`config.mk`:
```
export PLATFORM = sky130hd
export DESIGN_NAME = data_mem_arbiter_flat
export DESIGN_NICKNAME = d
export VERILOG_FILES = /design/src/rtl/data_mem_arbiter_pkg.sv /design/src/rtl/data_mem_arbiter_if.sv /design/src/rtl/data_mem_arbiter_rr_picker.sv /design/src/rtl/data_mem_arbiter.sv /design/src/flat_wrapper.sv
export SDC_FILE = /design/constraint.sdc
export NUM_CORES = 1
export LEC_CHECK = 0
export ABC_AREA = 1
export CAP_MARGIN = 20
export CORE_ASPECT_RATIO = 1.2
export CORE_UTILIZATION = 42
export CTS_BUF_LIST = sky130_fd_sc_hd__clkbuf_4
export CTS_CLUSTER_DIAMETER = 60
export DETAILED_ROUTE_END_ITERATION = 8
export HOLD_SLACK_MARGIN = 0.1
export PLACE_DENSITY = 0.9
export SLEW_MARGIN = 0
export SYNTH_ARGS = -nofsm -noshare
export SYNTH_HDL_FRONTEND = slang
export SYNTH_SLANG_ARGS = --single-unit
```
`constraint.sdc`:
```
create_clock -name clk -period 2.4 [get_ports clk]
set_input_delay 0.72 -clock clk [delete_from_list [all_inputs] [get_ports clk]]
set_output_delay 0.72 -clock clk [all_outputs]
set_load 0.005 [all_outputs]
```
`src/rtl/data_mem_arbiter_pkg.sv`:
```
// Shared types and defaults for the multicore data memory arbiter.
package data_mem_arbiter_pkg;

  localparam int DEFAULT_NUM_CORES  = 4;
  localparam int DEFAULT_ADDR_WIDTH = 12;
  localparam int DEFAULT_DATA_WIDTH = 12;

  typedef enum logic [1:0] {
    IDLE  = 2'd0,
    SERVE = 2'd1,
    RWAIT = 2'd2,
    ACK   = 2'd3
  } arb_state_t;

  // Next round-robin position after idx, wrapping at n.
  function automatic int wrap_inc(input int idx, input int n);
    return (idx + 1 >= n) ? 0 : idx + 1;
  endfunction

endpackage

```
`src/rtl/data_mem_arbiter_if.sv`:
```
// Core-side request/ack bus plus the single memory port of the arbiter.
interface data_mem_arbiter_if
  import data_mem_arbiter_pkg::*;
#(
  parameter int NUM_CORES  = DEFAULT_NUM_CORES,
  parameter int ADDR_WIDTH = DEFAULT_ADDR_WIDTH,
  parameter int DATA_WIDTH = DEFAULT_DATA_WIDTH
);

  logic [NUM_CORES-1:0]            core_req;
  logic [NUM_CORES-1:0]            core_wrEn;
  logic [NUM_CORES*ADDR_WIDTH-1:0] core_addr;
  logic [NUM_CORES*DATA_WIDTH-1:0] core_wdata;
  logic [NUM_CORES-1:0]            core_ack;
  logic [DATA_WIDTH-1:0]           core_rdata;
  logic [ADDR_WIDTH-1:0]           mem_addr;
  logic [DATA_WIDTH-1:0]           mem_wdata;
  logic                            mem_wrEn;
  logic [DATA_WIDTH-1:0]           mem_rdata;
  logic                            busy;

  // Arbiter side: drives acks and the memory port.
  modport master (
    input  core_req, core_wrEn, core_addr, core_wdata, mem_rdata,
    output core_ack, core_rdata, mem_addr, mem_wdata, mem_wrEn, busy
  );

  // Environment side: the cores and the memory instance.
  modport slave (
    output core_req, core_wrEn, core_addr, core_wdata, mem_rdata,
    input  core_ack, core_rdata, mem_addr, mem_wdata, mem_wrEn, busy
  );

endinterface

```
`src/rtl/data_mem_arbiter_rr_picker.sv`:
```
// Combinational rotating-priority picker: first eligible index at or after i_ptr.
module data_mem_arbiter_rr_picker #(
  parameter int NUM_CORES = 4,
  parameter int PW        = $clog2(NUM_CORES)
) (
  input  logic [NUM_CORES-1:0] i_eligible,
  input  logic [PW-1:0]        i_ptr,
  output logic [PW-1:0]        o_grant,
  output logic                 o_valid
);

  logic [PW:0]   w_sum;
  logic [PW-1:0] w_idx;
  logic          w_hit;
  logic          w_found;
  logic [PW-1:0] w_grant;

  // Walk ptr, ptr+1, ... modulo NUM_CORES and latch the first eligible index.
  always_comb begin
    w_sum   = '0;
    w_idx   = '0;
    w_hit   = 1'b0;
    w_found = 1'b0;
    w_grant = '0;
    for (int k = 0; k < NUM_CORES; k++) begin
      w_sum   = {1'b0, i_ptr} + (PW+1)'(k);
      w_idx   = (w_sum >= (PW+1)'(NUM_CORES)) ? PW'(w_sum - (PW+1)'(NUM_CORES))
                                              : w_sum[PW-1:0];
      w_hit   = i_eligible[w_idx] & ~w_found;
      w_grant = w_hit ? w_idx : w_grant;
      w_found = w_found | w_hit;
    end
  end

  assign o_grant = w_grant;
  assign o_valid = w_found;

endmodule

```
`src/rtl/data_mem_arbiter.sv`:
```
// Round-robin arbiter serialising per-core req/ack transactions onto one
// single-port data memory; read data is broadcast with the requester's ack.
module data_mem_arbiter
  import data_mem_arbiter_pkg::*;
#(
  parameter int NUM_CORES  = DEFAULT_NUM_CORES,
  parameter int ADDR_WIDTH = DEFAULT_ADDR_WIDTH,
  parameter int DATA_WIDTH = DEFAULT_DATA_WIDTH
) (
  input  logic               clk,
  input  logic               rst,
  data_mem_arbiter_if.master bus
);

  localparam int PW = $clog2(NUM_CORES);

  arb_state_t            r_state,     w_state_nxt;
  logic [PW-1:0]         r_ptr,       w_ptr_nxt;
  logic [PW-1:0]         r_grant,     w_grant_nxt;
  logic [NUM_CORES-1:0]  r_mask,      w_mask_nxt;
  logic [NUM_CORES-1:0]  r_ack,       w_ack_nxt;
  logic [DATA_WIDTH-1:0] r_rdata,     w_rdata_nxt;
  logic [ADDR_WIDTH-1:0] r_mem_addr,  w_mem_addr_nxt;
  logic [DATA_WIDTH-1:0] r_mem_wdata, w_mem_wdata_nxt;
  logic                  r_mem_wrEn,  w_mem_wrEn_nxt;
  logic                  r_busy,      w_busy_nxt;

  logic [NUM_CORES-1:0]  w_eligible;
  logic [PW-1:0]         w_pick;
  logic                  w_pick_valid;

  function automatic logic [NUM_CORES-1:0] onehot(input logic [PW-1:0] idx);
    logic [NUM_CORES-1:0] v;
    v      = '0;
    v[idx] = 1'b1;
    return v;
  endfunction

  // The just-acked core is hidden for one IDLE cycle while its req falls.
  assign w_eligible = bus.core_req & ~r_mask;

  data_mem_arbiter_rr_picker #(
    .NUM_CORES (NUM_CORES),
    .PW        (PW)
  ) u_picker (
    .i_eligible (w_eligible),
    .i_ptr      (r_ptr),
    .o_grant    (w_pick),
    .o_valid    (w_pick_valid)
  );

  // Next-state and next values of every registered output.
  always_comb begin
    w_state_nxt     = r_state;
    w_ptr_nxt       = r_ptr;
    w_grant_nxt     = r_grant;
    w_mask_nxt      = '0;
    w_rdata_nxt     = r_rdata;
    w_mem_addr_nxt  = r_mem_addr;
    w_mem_wdata_nxt = r_mem_wdata;
    w_mem_wrEn_nxt  = 1'b0;
    case (r_state)
      IDLE: begin
        if (w_pick_valid) begin
          w_state_nxt     = SERVE;
          w_grant_nxt     = w_pick;
          w_ptr_nxt       = PW'(wrap_inc(int'(w_pick), NUM_CORES));
          w_mem_addr_nxt  = bus.core_addr[w_pick*ADDR_WIDTH +: ADDR_WIDTH];
          w_mem_wdata_nxt = bus.core_wdata[w_pick*DATA_WIDTH +: DATA_WIDTH];
          w_mem_wrEn_nxt  = bus.core_wrEn[w_pick];
        end else begin
          w_state_nxt = IDLE;
        end
      end
      SERVE: begin
        w_state_nxt = r_mem_wrEn ? ACK : RWAIT;
      end
      RWAIT: begin
        w_rdata_nxt = bus.mem_rdata;
        w_state_nxt = ACK;
      end
      ACK: begin
        w_mask_nxt  = onehot(r_grant);
        w_state_nxt = IDLE;
      end
      default: begin
        w_state_nxt = IDLE;
      end
    endcase
    w_ack_nxt  = (w_state_nxt == ACK) ? onehot(w_grant_nxt) : '0;
    w_busy_nxt = (w_state_nxt != IDLE);
  end

  // State register and registered outputs; reset overrides any transition.
  always_ff @(posedge clk) begin
    if (rst) begin
      r_state     <= IDLE;
      r_ptr       <= '0;
      r_grant     <= '0;
      r_mask      <= '0;
      r_ack       <= '0;
      r_rdata     <= '0;
      r_mem_addr  <= '0;
      r_mem_wdata <= '0;
      r_mem_wrEn  <= 1'b0;
      r_busy      <= 1'b0;
    end else begin
      r_state     <= w_state_nxt;
      r_ptr       <= w_ptr_nxt;
      r_grant     <= w_grant_nxt;
      r_mask      <= w_mask_nxt;
      r_ack       <= w_ack_nxt;
      r_rdata     <= w_rdata_nxt;
      r_mem_addr  <= w_mem_addr_nxt;
      r_mem_wdata <= w_mem_wdata_nxt;
      r_mem_wrEn  <= w_mem_wrEn_nxt;
      r_busy      <= w_busy_nxt;
    end
  end

  assign bus.core_ack   = r_ack;
  assign bus.core_rdata = r_rdata;
  assign bus.mem_addr   = r_mem_addr;
  assign bus.mem_wdata  = r_mem_wdata;
  assign bus.mem_wrEn   = r_mem_wrEn;
  assign bus.busy       = r_busy;

endmodule

```
`src/flat_wrapper.sv`:
```
// flat-port wrapper written by rule: the top's interface ports become plain ports
module data_mem_arbiter_flat import data_mem_arbiter_pkg::*;
#(
  parameter int NUM_CORES  = DEFAULT_NUM_CORES,
  parameter int ADDR_WIDTH = DEFAULT_ADDR_WIDTH,
  parameter int DATA_WIDTH = DEFAULT_DATA_WIDTH
)
  (clk, rst, bus_core_req, bus_core_wrEn, bus_core_addr, bus_core_wdata, bus_mem_rdata, bus_core_ack, bus_core_rdata, bus_mem_addr, bus_mem_wdata, bus_mem_wrEn, bus_busy);
  data_mem_arbiter_if #(.NUM_CORES(NUM_CORES), .ADDR_WIDTH(ADDR_WIDTH), .DATA_WIDTH(DATA_WIDTH)) bus_i ();
  input  logic clk;
  input  logic rst;
  input wire logic [$bits(bus_i.core_req)-1:0] bus_core_req;
  input wire logic [$bits(bus_i.core_wrEn)-1:0] bus_core_wrEn;
  input wire logic [$bits(bus_i.core_addr)-1:0] bus_core_addr;
  input wire logic [$bits(bus_i.core_wdata)-1:0] bus_core_wdata;
  input wire logic [$bits(bus_i.mem_rdata)-1:0] bus_mem_rdata;
  output wire logic [$bits(bus_i.core_ack)-1:0] bus_core_ack;
  output wire logic [$bits(bus_i.core_rdata)-1:0] bus_core_rdata;
  output wire logic [$bits(bus_i.mem_addr)-1:0] bus_mem_addr;
  output wire logic [$bits(bus_i.mem_wdata)-1:0] bus_mem_wdata;
  output wire logic [$bits(bus_i.mem_wrEn)-1:0] bus_mem_wrEn;
  output wire logic [$bits(bus_i.busy)-1:0] bus_busy;
  assign bus_i.core_req = bus_core_req;
  assign bus_i.core_wrEn = bus_core_wrEn;
  assign bus_i.core_addr = bus_core_addr;
  assign bus_i.core_wdata = bus_core_wdata;
  assign bus_i.mem_rdata = bus_mem_rdata;
  assign bus_core_ack = bus_i.core_ack;
  assign bus_core_rdata = bus_i.core_rdata;
  assign bus_mem_addr = bus_i.mem_addr;
  assign bus_mem_wdata = bus_i.mem_wdata;
  assign bus_mem_wrEn = bus_i.mem_wrEn;
  assign bus_busy = bus_i.busy;
  data_mem_arbiter #(.NUM_CORES(NUM_CORES), .ADDR_WIDTH(ADDR_WIDTH), .DATA_WIDTH(DATA_WIDTH)) u_core (.clk(clk), .rst(rst), .bus(bus_i));
endmodule
```
==> results of run 1 <==
flip-flops by register name (all words and copies together) (netlist names), 2 cells and up:
register and cells:
u_core.bus.core_ack 4, u_core.bus.core_rdata 12, u_core.bus.mem_addr 12, u_core.bus.mem_wdata 12, u_core.r_grant 2, u_core.r_mask 4
u_core.r_ptr 2, u_core.r_state 2
metal layers:
metal | routed length [µm] | global-route usage | vias up
li1 | - | - | 1976
met1 | 3880 | 0.270 | 1720
met2 | 5400 | 0.455 | 153
met3 | 581 | 0.0382 | 20
met4 | 259 | 0.0849 | 0
met5 | 0 | 0 | -
power by group through the flow:
stage          clock network, mW  registers (mW)  logic [mW]
3_5_place_dp                   0            1.39        4.37
3_3_place_gp                   0            1.38        4.22
4_1_cts                    0.447            1.37        4.40
5_1_grt                    0.478            1.41        5.03
2_1_floorplan                  0            1.38        2.90
6_report                   0.430            1.37        4.53
stage by stage:
| stage | cell area, µm² | power [mW] | setup TNS (ns) |
|---|---|---|---|
| after global routing | 5120 | 6.92 | -0.00653 |
| after detailed placement | 5010 | 5.77 | -7.18 |
| final | 5120 | 6.33 | 0 |
| after global placement | 5010 | 5.60 | -4.13 |
| after CTS | 5070 | 6.22 | 0 |
| after floorplan | 3310 | 4.28 | 0 |
kinds of logic (layout without fill, tap and decap cells):
| logic type | Yosys count | in the layout | synth area share |
|---|---|---|---|
| simple gates | 351 | 351 | 0.476 |
| buf+inv | 114 | 274 | 0.154 |
| flops | 52 | 52 | 0.315 |
| compound gates | 21 | 21 | 0.0363 |
| fa+ha+maj | 5 | 5 | 0.0189 |
worst reg2reg max path, stage by stage (launching register included):
cell and delay, ns:
dfxtp_1 0.65, inv_4 0.10, nand2_1 0.09, nand2_1 0.09
nand3_1 0.10, nand2_2 0.10, nor2_1 0.13, nor2_1 0.06
nand2_2 0.12, nand2_4 0.09, inv_2 0.25, nand2_1 0.11
nand3_1 0.11, nand2_1 0.05, nor2_1 0.09
Yosys cell counts (all sizes together):
master  count
inv        87
buf        19
nand3      88
clkbuf      8
nand2     130
a21oi       4
nand3b      1
ha          5
nand4       2
dfxtp      52
nor3        4
nor3b      13
o21ai      17
nor2      113
path summary, 6_finish.rpt:
check	startpoint	endpoint	slack, ns	depth (start not counted)
worst max-delay path	bus_core_req[0]	u_core.bus.mem_addr[6]	0.17	13
worst min-delay path	u_core.r_grant[0]	u_core.r_mask[2]	0.46	1
worst max register to register	u_core.r_ptr[0]	u_core.bus.mem_addr[6]	0.23	14
worst min register to register	u_core.r_grant[0]	u_core.r_mask[2]	0.46	1
area by class of cell:
| class | count | area, µm² | area share |
|---|---|---|---|
| Inverter | 87 | 329 | 0.0643 |
| Clock inverter | 3 | 25.0 | 0.00489 |
| Sequential cell | 52 | 1040 | 0.203 |
| Timing Repair Buffer | 179 | 1800 | 0.352 |
| Clock buffer | 5 | 37.5 | 0.00733 |
| Multi-Input combinational cell | 377 | 1770 | 0.346 |
| Tap cell | 92 | 115 | 0.0225 |
==> results.json, run 1 <==
{
  "ys_ff_latch": 52,
  "cts.clk_slew.worst_paths_ns": 0.17,
  "cts.path.max_buffers": 2,
  "vias": 3869,
  "setup_violations": 0,
  "startpoint_type": "input pin",
  "leakage_nw": 2.49,
  "worstPathRequired_ns": 2.73,
  "pwr-share-comb": 0.715,
  "io_buffers": 159,
  "antenna_found_initial": 0,
  "dp_cells": 786,
  "die_height_um": 99.2,
  "worst_pin_slew_ns": 0.474,
  "irDropWorstVdd_v": 0.000819,
  "status": "complete, no violations",
  "clk_latency_ns": 0.38,
  "synthCells": 543,
  "ctsResizeCount": 0,
  "final_antenna_net_count": 0,
  "power.density_mw_per_mm2": 1240,
  "crit_buf_inv": 2,
  "cts_made_buffers": 5,
  "cts_setup_buffers": 0,
  "netlist.area_leader.share": 0.315,
  "seq_power_share": 0.217,
  "pin_count": 160,
  "fin_cells": 795,
  "crit_chain": "clkdlybuf4s50_1, nand3_1, nand3_1, nand2_2, nor2_1, nor2_1, nand2_2, nand2_4, inv_2, nand2_1, nand3_1, nand2_1, nor2_1",
  "die_area_mm2": 0.00823,
  "relSlewSlack": 0.684,
  "cts.sinks": 52,
  "hold_viol_final": 0,
  "synth_area_mm2": 0.00331,
  "drc_errors": 0,
  "ys_warn_count": 0,
  "cp-end-kind": "flip-flop",
  "worstSetupPathType": "input pin to flip-flop",
  "drt_iter0_drc": 162,
  "wl_per_cell_um": 12.7,
  "max_stage_delay_ns": 0.49,
  "num-fill-cells": 630,
  "routed_wl_um": 10100,
  "grt_pass1_vias": 3760,
  "pwr-share-clk": 0.068,
  "clk_root_buffer_cell": "clkbuf_4",
  "dp_hpwl_um": 7740,
  "clock.fmax_mhz": 449,
  "finalCritPeriodShare": 0.928,
  "grt_remaining_overflow": 0,
  "rows": 35,
  "core_mm2": 0.00766,
  "crit_path_max_fanout": 16,
  "synthToLayoutAreaGrowth_pct": 54.9,
  "drv_slew": 0,
  "gp_congestion": 0.856,
  "fin_nets": 825,
  "crit_family": "simple AND/OR/NAND/NOR gates",
  "layout_commonest_cell": "clkdlybuf4s50_1",
  "finalWorstSetupSlack_ns": 0.172,
  "dp_slack_ns": -0.263,
  "swShare": 0.473,
  "start_util": 0.432,
  "diodes": 0,
  "yosys-top-cells-area": "dfxtp_1 (31%), nand2_1 (14%), nand3_1 (13%), nor2_1 (13%), inv_1 (9.3%)",
  "first_pass_iters": 5,
  "grt_pass1_wl_um": 16500,
  "synthesis.nets": 666,
  "yosysUniqueCellTypes": 25,
  "finalClockSkew_ns": 0.0109,
  "syn_avg_cell_area_um2": 6.09,
  "cts_hold_buffers": 0,
  "final_cell_mix": "clkdlybuf4s50_1 (159), nand2_1 (124), nor2_1 (111)",
  "internal-power_mw": 3.34,
  "fin_util": 0.668,
  "critPathArrivalTime_ns": 2.56,
  "fp.dieW_um": 83,
  "yosysSeqAreaShare": 0.315,
  "rsz0062_at_grt": "yes",
  "htreeDepth": 2,
  "routed_via_density": 4.87,
  "whs_ns": 0.462,
  "synth_top_area_cell": "dfxtp_1",
  "period_needed_ns": 2.23,
  "holdCritPathClass": "flip-flop to flip-flop",
  "grt_max_degree": 50,
  "cts_tree": "done",
  "layout-drive-gt1-share": 0.0811,
  "grt_usage": 0.240,
  "power.switching_mw": 2.99,
  "drv_cap": 0,
  "slowest_stage": "clkdlybuf4s50_1"
}
Note: power is estimated with default switching activity, not from simulation.
==> inputs of run 2 (changes only) <==
- CORE_UTILIZATION: 42 -> 41
- CTS_BUF_LIST: sky130_fd_sc_hd__clkbuf_4 -> not set
- PLACE_DENSITY: 0.9 -> 0.88
==> results.json, run 2 (synthesis results as in run 1) <==
{
  "status": "finished with violations",
  "violations": "design-rule violations",
  "design_area_mm2": 0.00525,
  "grt_pass1_wl_um": 16100,
  "irDropWorstVdd_v": 0.000826,
  "crit_chain": "clkdlybuf4s50_1, nand3_1, nand3_2, nand2_2, buf_4, nand3_2, o21ai_4, inv_2, buf_12, nor2_1, nor2_1, nand2_1, nor2_1",
  "max_stage_delay_ns": 0.48,
  "worst_r2r_path_depth": 14,
  "hold_start": "u_core.r_grant[0]",
  "fin_nets": 827,
  "drv_slew": 0,
  "crit_buf_inv": 4,
  "path_depth": 13,
  "cts.clk_slew.worst_paths_ns": 0.11,
  "worst_pin_slew_ns": 0.439,
  "fp.dieW_um": 84.0,
  "io_buffers": 159,
  "diodes": 0,
  "critPathArrivalTime_ns": 2.60,
  "slowest_stage": "clkdlybuf4s50_1",
  "cts_setup_buffers": 0,
  "crit_family": "buffers and inverters",
  "cts_hold_buffers": 0,
  "grt_remaining_overflow": 0,
  "start_util": 0.427,
  "grt_usage": 0.232,
  "finalClockSkew_ns": 0.00884,
  "dp_hpwl_um": 7680,
  "rsz0062_at_grt": "yes",
  "cp-end-kind": "flip-flop",
  "layout-drive-gt1-share": 0.0908,
  "wl_per_cell_um": 12.6,
  "drv_cap": 0,
  "synthToLayoutAreaGrowth_pct": 58.9,
  "worstReg2RegStart": "u_core.r_ptr[0]",
  "leakage_nw": 2.55,
  "crit_path_frequent_cell": "nor2_1",
  "crit_path_max_fanout": 26,
  "final_antenna_net_count": 0,
  "first_pass_iters": 7,
  "die_area_mm2": 0.00843,
  "routed_via_density": 4.88,
  "cts_tree": "done",
  "finalCritPeriodShare": 0.982,
  "grt_max_degree": 32,
  "setup_violations": 0,
  "hold_viol_final": 0,
  "gp_congestion": 0.898,
  "relSlewSlack": 0.707,
  "cts.sinks": 52,
  "final.setup.tns_ns": 0,
  "drt_iter0_drc": 178,
  "grt_pass1_vias": 3755,
  "holdCritPathClass": "flip-flop to flip-flop",
  "timing.rr.end": "u_core.bus.mem_wdata[7]",
  "cts.path.max_buffers": 2,
  "clk_latency_ns": 0.31,
  "cts_made_buffers": 5,
  "hold_path_end": "u_core.r_mask[2]",
  "routed_wl_um": 10000,
  "antenna_found_initial": 0,
  "ctsResizeCount": 0,
  "htreeDepth": 2,
  "clk_root_buffer_cell": "clkbuf_8",
  "placed_area_mm2": 0.00506,
  "rows": 35,
  "die_height_um": 100,
  "num-fill-cells": 657,
  "clock.fmax_mhz": 424,
  "worstPathRequired_ns": 2.64,
  "whs_path_depth": 1,
  "layout_commonest_cell": "clkdlybuf4s50_1",
  "final_cell_mix": "clkdlybuf4s50_1 (159), nand2_1 (124), nor2_1 (111)",
  "worstSetupPathType": "input pin to flip-flop",
  "pin_count": 160,
  "startpoint_type": "input pin",
  "r2r_slack_ns": 0.25,
  "power.density_mw_per_mm2": 1260,
  "vias": 3892,
  "drc_errors": 10,
  "core_mm2": 0.00775,
  "period_needed_ns": 2.36
}
## run 2: area by class of cell
type,count,area [µm²],share of cell area
Clock inverter,3,26.3,0.00500
Inverter,87,332,0.0631
Sequential cell,52,1040,0.198
Clock buffer,5,68.8,0.0131
Multi-Input combinational cell,377,1810,0.344
Timing Repair Buffer,181,1860,0.355
Tap cell,92,115,0.0219
## run 2: report_power, final
part / internal, mW / switching (mW)
Sequential: 1.19 / 0.195
Combinational: 2.20 / 2.53
Clock: 0.213 / 0.314
## run 2: per-stage QoR
stage	hold slack, ns	instances	util	setup WS (ns)	power, mW
5_1_grt	0.482	797	0.678	-0.0402	7.25
6_report	0.464	797	0.678	0.0433	6.65
3_3_place_gp	0.438	788	0.653	-0.202	5.77
4_1_cts	0.470	796	0.666	0.0369	6.46
2_1_floorplan	0.423	543	-	0.386	4.28
3_5_place_dp	0.454	788	0.653	-0.285	5.91
## run 2: how the worst max path moves through the flow
stage,from,slack (ns),end
2_1_floorplan,bus_core_req[3],0.39,u_core.bus.mem_addr[9]
3_3_place_gp,bus_core_req[3],-0.20,u_core.bus.mem_addr[11]
3_5_place_dp,bus_core_req[3],-0.29,u_core.bus.mem_wdata[7]
4_1_cts,bus_core_req[3],0.04,u_core.bus.mem_wdata[7]
5_1_grt,bus_core_req[3],-0.04,u_core.bus.mem_wdata[7]
6_report,bus_core_req[1],0.04,u_core.bus.mem_wdata[7]
## run 2: per-layer routing
metal	up-vias	wire length [µm]	global-route usage
met5	-	0	0
met2	152	5190	0.427
met4	0	426	0.131
met1	1723	3890	0.252
li1	1979	-	-
met3	38	541	0.0403
==> inputs of run 3 (changes only) <==
- CORE_UTILIZATION: 41 -> 42
- CTS_BUF_LIST: not set -> sky130_fd_sc_hd__clkbuf_2
- GPL_TIMING_DRIVEN: not set -> 0
- PLACE_DENSITY: 0.88 -> 0.9
==> results.json, run 3 (synthesis results as in run 1) <==
{
  "final_cell_mix": "clkdlybuf4s50_1 (158), nand2_1 (123), nor2_1 (110)",
  "power.switching_mw": 3.11,
  "pwr-share-comb": 0.720,
  "grt_pass1_wl_um": 17600,
  "finalClockSkew_ns": 0.0306,
  "clock.fmax_mhz": 427,
  "layout_commonest_cell": "clkdlybuf4s50_1",
  "routed_via_density": 5.07,
  "power.density_mw_per_mm2": 1230,
  "critPathArrivalTime_ns": 2.74,
  "grt_pass1_vias": 3990,
  "fin_util": 0.664,
  "finalCritPeriodShare": 0.976,
  "holdCritPathClass": "flip-flop to flip-flop",
  "io_buffers": 159,
  "pin_count": 160,
  "fin_cells": 803,
  "period_needed_ns": 2.34,
  "drc_errors": 0,
  "pwr-share-clk": 0.063,
  "swShare": 0.496,
  "die_height_um": 99.2,
  "status": "complete, no violations",
  "dp_cells": 794,
  "core_mm2": 0.00766,
  "fin_nets": 832,
  "cts_made_buffers": 5,
  "rows": 35,
  "internal-power_mw": 3.16,
  "clk_latency_ns": 0.46,
  "worstPathRequired_ns": 2.79,
  "first_pass_iters": 5,
  "grt_usage": 0.259,
  "leakage_nw": 2.49,
  "grt_max_degree": 19,
  "drt_iter0_drc": 230,
  "vias": 4075,
  "clk_root_buffer_cell": "clkbuf_2",
  "fp.dieW_um": 83,
  "irDropWorstVdd_v": 0.000687,
  "dp_hpwl_um": 8640,
  "final_antenna_net_count": 0,
  "layout-drive-gt1-share": 0.0845,
  "hold_viol_final": 0,
  "seq_power_share": 0.217,
  "crit_path_max_fanout": 10,
  "startpoint_type": "input pin",
  "die_area_mm2": 0.00823,
  "cts_setup_buffers": 0,
  "cts_tree": "done",
  "synthToLayoutAreaGrowth_pct": 53.9,
  "start_util": 0.432,
  "setup_violations": 0,
  "wl_per_cell_um": 13.8,
  "drv_slew": 0,
  "grt_remaining_overflow": 0,
  "htreeDepth": 2,
  "cts.path.max_buffers": 2,
  "worst_pin_slew_ns": 0.520,
  "cts.clk_slew.worst_paths_ns": 0.31,
  "worstSetupPathType": "input pin to flip-flop",
  "cts.sinks": 52,
  "cp-end-kind": "flip-flop",
  "antenna_found_initial": 0,
  "routed_wl_um": 11100,
  "gp_congestion": 0.875,
  "relSlewSlack": 0.653,
  "drv_cap": 0
}
==> run 3: repair_timing <==
| action | in CTS | in global routing |
|---|---|---|
| hold buffers | 0 | 0 |
| gates resized for setup | 0 | 10 |
| endpoints found under the hold margin | 0 | 0 |
| setup endpoints to repair | 0 | 23 |
==> run 3: cell type report <==
class,count,area (µm²)
Sequential cell,52,1040
Multi-Input combinational cell,377,1770
Clock buffer,5,25.0
Buffer,27,184
Inverter,87,329
Fill cell,679,2570
Clock inverter,3,26.3
Timing Repair Buffer,159,1590
Tap cell,92,115
Antenna cell,1,2.50
==> run 3: worst max-delay path, stage by stage <==
cell             delay [ns]
clkdlybuf4s50_1        0.51
nand3_1                0.12
nand2_1                0.11
nand2_1                0.07
nand2_2                0.11
nand4_1                0.19
nand2_2                0.17
nand2_2                0.09
buf_6                  0.15
buf_6                  0.15
nand2_1                0.06
nor3b_1                0.23
nor2_1                 0.06
==> run 3: final timing paths <==
path / start / to / slack, ns / cells after the start
hold reg to reg: u_core.r_grant[0] / u_core.r_mask[2] / 0.47 / 1
hold / removal: u_core.r_grant[0] / u_core.r_mask[2] / 0.47 / 1
setup / recovery: bus_core_req[3] / u_core.bus.mem_addr[11] / 0.06 / 13
setup reg to reg: u_core.r_ptr[1] / u_core.bus.mem_addr[11] / 0.19 / 13
==> run 3: layer usage <==
| layer | vias up | GRT usage | wire [µm] |
|---|---|---|---|
| met1 | 1880 | 0.275 | 4210 |
| met5 | - | 0 | 0 |
| met2 | 174 | 0.503 | 5830 |
| li1 | 1991 | - | - |
| met4 | 0 | 0.110 | 323 |
| met3 | 30 | 0.0423 | 689 |
==> run 3: metrics by stage <==
| stage | setup TNS, ns | area (µm²) | hold WS, ns | setup slack (ns) | power (mW) |
|---|---|---|---|---|---|
| final | 0 | 5090 | 0.473 | 0.0578 | 6.27 |
| after global routing | -0.914 | 5090 | 0.488 | -0.0925 | 6.78 |
| after CTS | 0 | 5060 | 0.473 | 0.0636 | 6.21 |
| after detailed placement | -11.70 | 5010 | 0.442 | -0.444 | 5.82 |
| after global placement | -8.42 | 5010 | 0.428 | -0.330 | 5.63 |
| after floorplan | 0 | 3310 | 0.423 | 0.386 | 4.28 |
==> run 3: power groups by stage <==
stage	Clock, mW	Sequential [mW]	Combinational, mW
6_report	0.396	1.36	4.51
5_1_grt	0.423	1.39	4.96
4_1_cts	0.390	1.36	4.46
3_5_place_dp	0	1.38	4.44
3_3_place_gp	0	1.36	4.27
2_1_floorplan	0	1.38	2.90
